**src/rtl/interpolate_pkg.sv**
```systemverilog
// Shared rate-change package for the interpolator / decimator pair.
//   DEF_W      default sample width in bits
//   state_e    handshake state of the interpolator
//   cnt_width  beat/phase counter width, max(1, clog2(n))
package interpolate_pkg;

  localparam int DEF_W = 16;

  typedef enum logic {
    IDLE = 1'b0,
    EMIT = 1'b1
  } state_e;

  // A factor of 1 or 2 still needs a one-bit counter.
  function automatic int cnt_width(input int n);
    return (n <= 2) ? 1 : $clog2(n);
  endfunction

endpackage

```
**src/rtl/interpolate.sv**
```systemverilog
// Integer upsampler by factor L with stb/rdy handshakes on both sides.
// Each accepted sample becomes L output beats. Beat 0 carries the sample.
// Beats 1..L-1 carry zero (zero-stuffing, ahead of an image-reject filter),
// or repeat the sample when INTERPOLATE_HOLD_EN is defined (zero-order hold).
// Handshake, m_fst and timing are identical in both builds.
//
// Ports:
//   clk    in   clock, rising edge
//   rst    in   synchronous active-high reset
//   s_stb  in   upstream sample valid
//   s_dat  in   upstream sample [W-1:0]
//   s_rdy  out  block accepts a sample this cycle
//   m_rdy  in   downstream ready
//   m_stb  out  output beat valid
//   m_dat  out  output beat data [W-1:0]
//   m_fst  out  high on beat 0 of each group of L
//
// state | meaning
// IDLE  | no group in flight, s_rdy high
// EMIT  | emitting beats cnt_q = 0..L-1 of the sample in smp_q
module interpolate
  import interpolate_pkg::*;
#(
  parameter int W = DEF_W,
  parameter int L = 2
) (
  input  logic         clk,
  input  logic         rst,
  input  logic         s_stb,
  input  logic [W-1:0] s_dat,
  output logic         s_rdy,
  input  logic         m_rdy,
  output logic         m_stb,
  output logic [W-1:0] m_dat,
  output logic         m_fst
);

  localparam int            CW       = cnt_width(L);
  localparam logic [CW-1:0] LAST_CNT = CW'(L - 1);

  state_e        state_q;
  logic [CW-1:0] cnt_q;
  logic [W-1:0]  smp_q;

  logic busy;
  logic last;
  logic in_xfer;
  logic out_xfer;

  assign busy     = (state_q == EMIT);
  assign last     = (cnt_q == LAST_CNT);
  // The next sample is taken on the same edge as the final beat, so groups
  // follow each other without a bubble.
  assign s_rdy    = ~busy | (m_rdy & last);
  assign in_xfer  = s_stb & s_rdy;
  assign out_xfer = busy & m_rdy;

  always_ff @(posedge clk) begin
    if (rst) begin
      state_q <= IDLE;
      cnt_q   <= '0;
      smp_q   <= '0;
    end else begin
      case (state_q)
        IDLE: begin
          if (in_xfer) begin
            state_q <= EMIT;
            smp_q   <= s_dat;
            cnt_q   <= '0;
          end
        end
        EMIT: begin
          if (out_xfer) begin
            if (!last) begin
              cnt_q <= cnt_q + CW'(1);
            end else begin
              // Explicit wrap: the only wrap path for non-power-of-two L.
              cnt_q <= '0;
              if (in_xfer) smp_q   <= s_dat;
              else         state_q <= IDLE;
            end
          end
        end
        default: state_q <= IDLE;
      endcase
    end
  end

  // Outputs decode registered state only, so they hold steady under stall.
  assign m_stb = busy;
  assign m_fst = busy & (cnt_q == '0);
`ifdef INTERPOLATE_HOLD_EN
  assign m_dat = smp_q;
`else
  assign m_dat = (cnt_q == '0) ? smp_q : '0;
`endif

endmodule

```
**config.mk**
```make
export PLATFORM = sky130hd
export DESIGN_NAME = interpolate
export DESIGN_NICKNAME = d
export VERILOG_FILES = /design/src/rtl/interpolate_pkg.sv /design/src/rtl/interpolate.sv
export SDC_FILE = /design/constraint.sdc
export NUM_CORES = 1
export LEC_CHECK = 0
export BUFFER_PORTS_ARGS = -buffer_cell sky130_fd_sc_hd__buf_4
export CAP_MARGIN = 0
export CORE_MARGIN = 10
export CORE_UTILIZATION = 46
export DETAILED_ROUTE_END_ITERATION = 6
export PLACE_DENSITY_LB_ADDON = 0.1
export SLEW_MARGIN = 20
export SYNTH_ARGS = -nofsm -noshare
export SYNTH_HDL_FRONTEND = slang
export SYNTH_SLANG_ARGS = --single-unit
```
**constraint.sdc**
```tcl
create_clock -name clk -period 1.36 [get_ports clk]
set_input_delay 0.136 -clock clk [delete_from_list [all_inputs] [get_ports clk]]
set_output_delay 0.136 -clock clk [all_outputs]
set_load 0.005 [all_outputs]
```
-- After elaboration in Yosys (flattened, before gate mapping)
Index checks and enable logic that the tools add are counted.
- $add $sub $neg: 1
- equal/unequal tests: 3
- multiplexer cells: 13
- bitwise logic cells: 7
- reduce and logical (&&, ||, !) cells: 2
- operators by type and width (cell ; number):
    two-way mux 16 bit ; 4
    case mux 16 bit (2 select lines) ; 1
    two-way mux 1 bit ; 6
    AND 1 bit ; 4
    != test 2 x 1 -> 1 bit, second input constant ; 2
    case mux 1 bit (2 select lines) ; 2
    AND reduction 2 bit ; 2
    != test 2 bit, second input constant ; 1
    inverter 1 bit ; 2
    adder 1 bit, second input constant ; 1
    bitwise OR 1 bit ; 1
- register bits after elaboration: 18
- input bits: 20
- logic and storage cells: 29

-- Longest topological paths before layout
- depth in word-level cells: 7
- mapped depth: 5
- depth with buffers taken out: 3

-- Worst setup path before layout
No wires, ideal clock.
- kind: flip-flop to flip-flop
- start point: reg state_q (netlist: m_stb)
- end point: reg smp_q[10]
- library setup time: 0.118 ns
- data arrival time: 1.023 ns
- required time: 1.242 ns
- slack: 0.219 ns
- stages on the path, launching flop included: 6
- buffers on the path: 2
- period minus slack after synthesis: 1.141 ns
- cells stage by stage: dfxtp_1 > a21boi_4 > nor2b_2 > buf_6 > buf_12 > mux2i_1
- longest elaborated chain between the ends: 7
- elaborated cells on any way between the ends: 11
- RTL lines (what ; line ; source):
    start, declared ; interpolate.sv:41 ; state_e state_q;
    start signal, assigned ; interpolate.sv:60 ; state_q <= IDLE;
    start signal, assigned ; interpolate.sv:67 ; state_q <= EMIT;
    start signal, assigned ; interpolate.sv:80 ; else state_q <= IDLE;
    inverter 1 bit ; n/a ;
    bitwise OR 1 bit ; interpolate.sv:54 ; assign s_rdy = ~busy | (m_rdy & last);
    AND 1 bit ; interpolate.sv:55 ; assign in_xfer = s_stb & s_rdy;
    two-way mux 16 bit (3 in a row) ; n/a ;
    case mux 16 bit (2 select lines) ; interpolate.sv:64 ; case (state_q)
    end signal, assigned ; interpolate.sv:68 ; smp_q <= s_dat;
    end signal, assigned ; interpolate.sv:79 ; if (in_xfer) smp_q <= s_dat;
    end, declared ; interpolate.sv:43 ; logic [W-1:0] smp_q;
Parallel ways exist; a longest one is shown, timed or not. The select of a mux whose other input is x is not followed.
A chain may end at the register's enable or synchronous reset.

-- Final worst setup path
- start point: reg state_q (netlist: m_stb)
- end point: out s_rdy
- longest elaborated chain between the ends: 2
- RTL lines (what ; line ; source):
    inverter 1 bit ; n/a ;
    bitwise OR 1 bit ; interpolate.sv:54 ;
    end, declared ; interpolate.sv:31 ; output logic s_rdy,
No other way between the ends.

==> metrics.md <==
| Metric | Value |
|---|---|
| Outcome | `finished clean` |
| Port Buf Inserts | `38` |
| Vias in the first global route | `781` |
| RSZ-0062 raised after global routing | `no` |
| Row Count | `16` |
| ANT cells | `0` |
| Main combinational cell family by area after synthesis | `simple AND/OR/NAND/NOR gates` |
| Num ports | `39` |
| Final Hold Vio Count | `0` |
| Post-CTS setup buffer count | `0` |
| Simple logic cell fraction of the synthesized area | `35.5%` |
| Gpl congestion | `0.683` |
| Area grow syn2layout | `33.3%` |
| Synth Area in XOR/XNOR | `0%` |
| Post-route clock period utilization | `93.1%` |
| Fill cell count | `190` |
| CP Capture Type | `primary output` |
| Via count | `723` |
| Initial core utilization | `about half` |
| Pleak | `0.588 nW` |
| Chip Height | `65.4 microns` |
| Mux contribution to synthesized area | `between 10% and 20%` |
| Slew Limit Headroom | `84.5%` |
| Post-layout util | `64.3%` |
| CTS root buf | `clkbuf_4` |
| CTS tree | `built` |
| Critical Path AT | `1.13 ns` |
| DP Area | `0.00124 sq mm` |
| Core Region | `0.00196 sq mm` |
| Final Setup Violations | `0` |
| Post-Synth Adder-Cell Area | `0%` |
| Clock Latency Late Sink | `0.29 ns` |
| H-Tree Level Count | `1` |
| Detail Route Antenna Nets | `0` |
| CTS Buf Count | `3` |
| Worst-case clock skew | `0.00165 ns` |
| Sequence of cells on the critical path | `a21boi_4 -> inv_1 -> buf_4` |
| HPWL after DPL | `1500 microns` |
| GRT Total Usage | `10.0%` |
| Placed insts | `160` |
| Total power | `around 0.0011 W` |
| Max Slew Vio Count | `0` |
| Syn Std Cell Area | `947 sq um` |
| Routed wire length | `2060 microns` |
| Seq/Total Area, Yosys | `a little under two fifths` |
| Hold Crit Class | `in -> reg` |
| Vias per cell | `between 4 and 5` |
| Syn Inst Count | `99` |
| Fin Setup TNS | `0 ns` |
| Synth unique cells | `15` |
| Synth area leaders | `dfxtp_1 (38%), nand2b_1 (21%), mux2i_1 (18%), nor2b_1 (11%), buf_12 (2.1%)` |
| Detailed-route DRC error count | `0` |
| Syn_area_per_cell | `9.57 sq um` |
| Clk sinks | `18` |
| Synth warn | `0` |
| Total grt overflow | `0` |
| Die X | `around 65 microns` |
| Finished Cell Area | `0.00126 sq mm` |
| Commonest non-fill, non-tap cell in the layout | `buf_4` |
| Post-synthesis compound-gate area fraction | `2.51%` |
| Initial drt markers | `21` |
| WP data required | `1.22 ns` |
| Worst-path clk slew | `0.10 ns` |
| Worst slew pin tran | `0.233 ns` |
| WL per Instance | `12.6 microns` |
| Clock Tree Buf Depth | `2` |
| Largest fanout on the critical path | `5` |
| First-pass GRT wire length | `3480 microns` |
| #FFs+latches synth | `18` |
| Largest area contributor in the netlist | `dfxtp_1` |
| Tmin final | `1.27 ns` |
| Largest net degree at the start of global routing | `35` |
| Setup CP Type | `reg -> out` |
| Layout cell share with drive strength beyond 1 | `roughly a third` |
| Total power per unit cell area | `865 mW/mm^2` |
| Crit start category | `register` |
| Peak supply drop | `553 uV` |
| Post-Syn Nets | `around 120` |
| Max_cap viols | `0` |
| Slowest CP cell | `dfxtp_1` |
| Drt first pass iters | `3` |
| Max Freq | `790 MHz` |
| Antenna violations before repair | `0` |
| Crit-path max cell delay | `0.42 ns` |
| Layout Cells excl Fill | `163` |
| Fin nets | `158` |
| Die ar. | `0.00427 sq mm` |
| Top-area cell type share of the netlist area | `a little under two fifths` |
| Commonest non-fill, non-tap cells in the layout | `buf_4 (40), nand2b_1 (32), dfxtp_1 (18), mux2i_1 (17), nor2b_1 (16)` |
==> through the flow <==
| stage | setup WS [ns] | hold slack, ns |
|---|---|---|
| after floorplan | 0.219 | 0.257 |
| after global placement | 0.289 | 0.370 |
| after detailed placement | 0.243 | 0.373 |
| after CTS | 0.0455 | 0.0607 |
| after global routing | 0.0295 | 0.0764 |
| final | 0.0942 | 0.0678 |
==> where the power goes <==
part	internal [W]	total [W]	leakage, nW	switching (W)
Clock	0.000103	0.000263	0.0138	0.000160
Sequential	0.000562	0.000580	0.148	0.0000181
Combinational	0.000155	0.000249	0.426	0.0000941
==> area by class of cell <==
type | instances | area [sq um] | share of cell area (%)
clock buffer | 3 | 22.5 | 1.78
inverter | 1 | 3.75 | 0.297
multi-input combinational | 73 | 531 | 42.0
sequential | 18 | 360 | 28.5
tap | 27 | 33.8 | 2.68
timing repair buffer | 41 | 312 | 24.7
==> worst max-delay path: cells and delay by family (launching register included) <==
kind,cells,cell delay (ns)
AO/OA/AOI/OAI,1,0.23
buffers and inverters,2,0.19
flip-flops,1,0.42
==> registers in the layout, indices dropped and copies added, names as in the netlist <==
| register | flops |
|---|---|
| m_stb | 1 |
| cnt_q | 1 |
| smp_q | 16 |
==> timing repair <==
item / CTS / global route
setup endpoints to repair: 0 / 2
gates resized for setup: 0 / 1
hold buffers: 0 / 0
==> cell usage after synthesis <==
master     n
a21boi_4   1
a21oi_1    1
buf_12     1
buf_2      2
buf_6      1
clkbuf_1   3
dfxtp_1   18
inv_1      1
mux2i_1   17
nand2_1    1
nand2b_1  32
nand3b_1   1
nor2_1     2
nor2b_1   16
nor2b_2    2
==> final timing paths <==
check | start | slack, ns | endpoint | cells past startpoint
worst max-delay path | m_stb | 0.09 | s_rdy | 3
worst max register to register | m_stb | 0.23 | smp_q[7] | 4
worst min-delay path | s_stb | 0.07 | m_stb | 3
worst min register to register | smp_q[10] | 0.48 | smp_q[10] | 2
==> metal layers <==
layer  global-route usage (%)  up-vias  part of all wire, %
met4                     5.61        0                  2.0
met2                     15.9       24                   45
li1                         -      387                    -
met3                     3.39        5                  5.9
met1                     11.6      307                   47
met5                        0        -                    0
==> cell families after synthesis <==
logic type             Yosys count
flip-flops                      18
AND/OR/NAND/NOR                 54
AO/OA/AOI/OAI                    2
multiplexers                    17
buffers and inverters            8
Power figures use the tool's default switching activity.
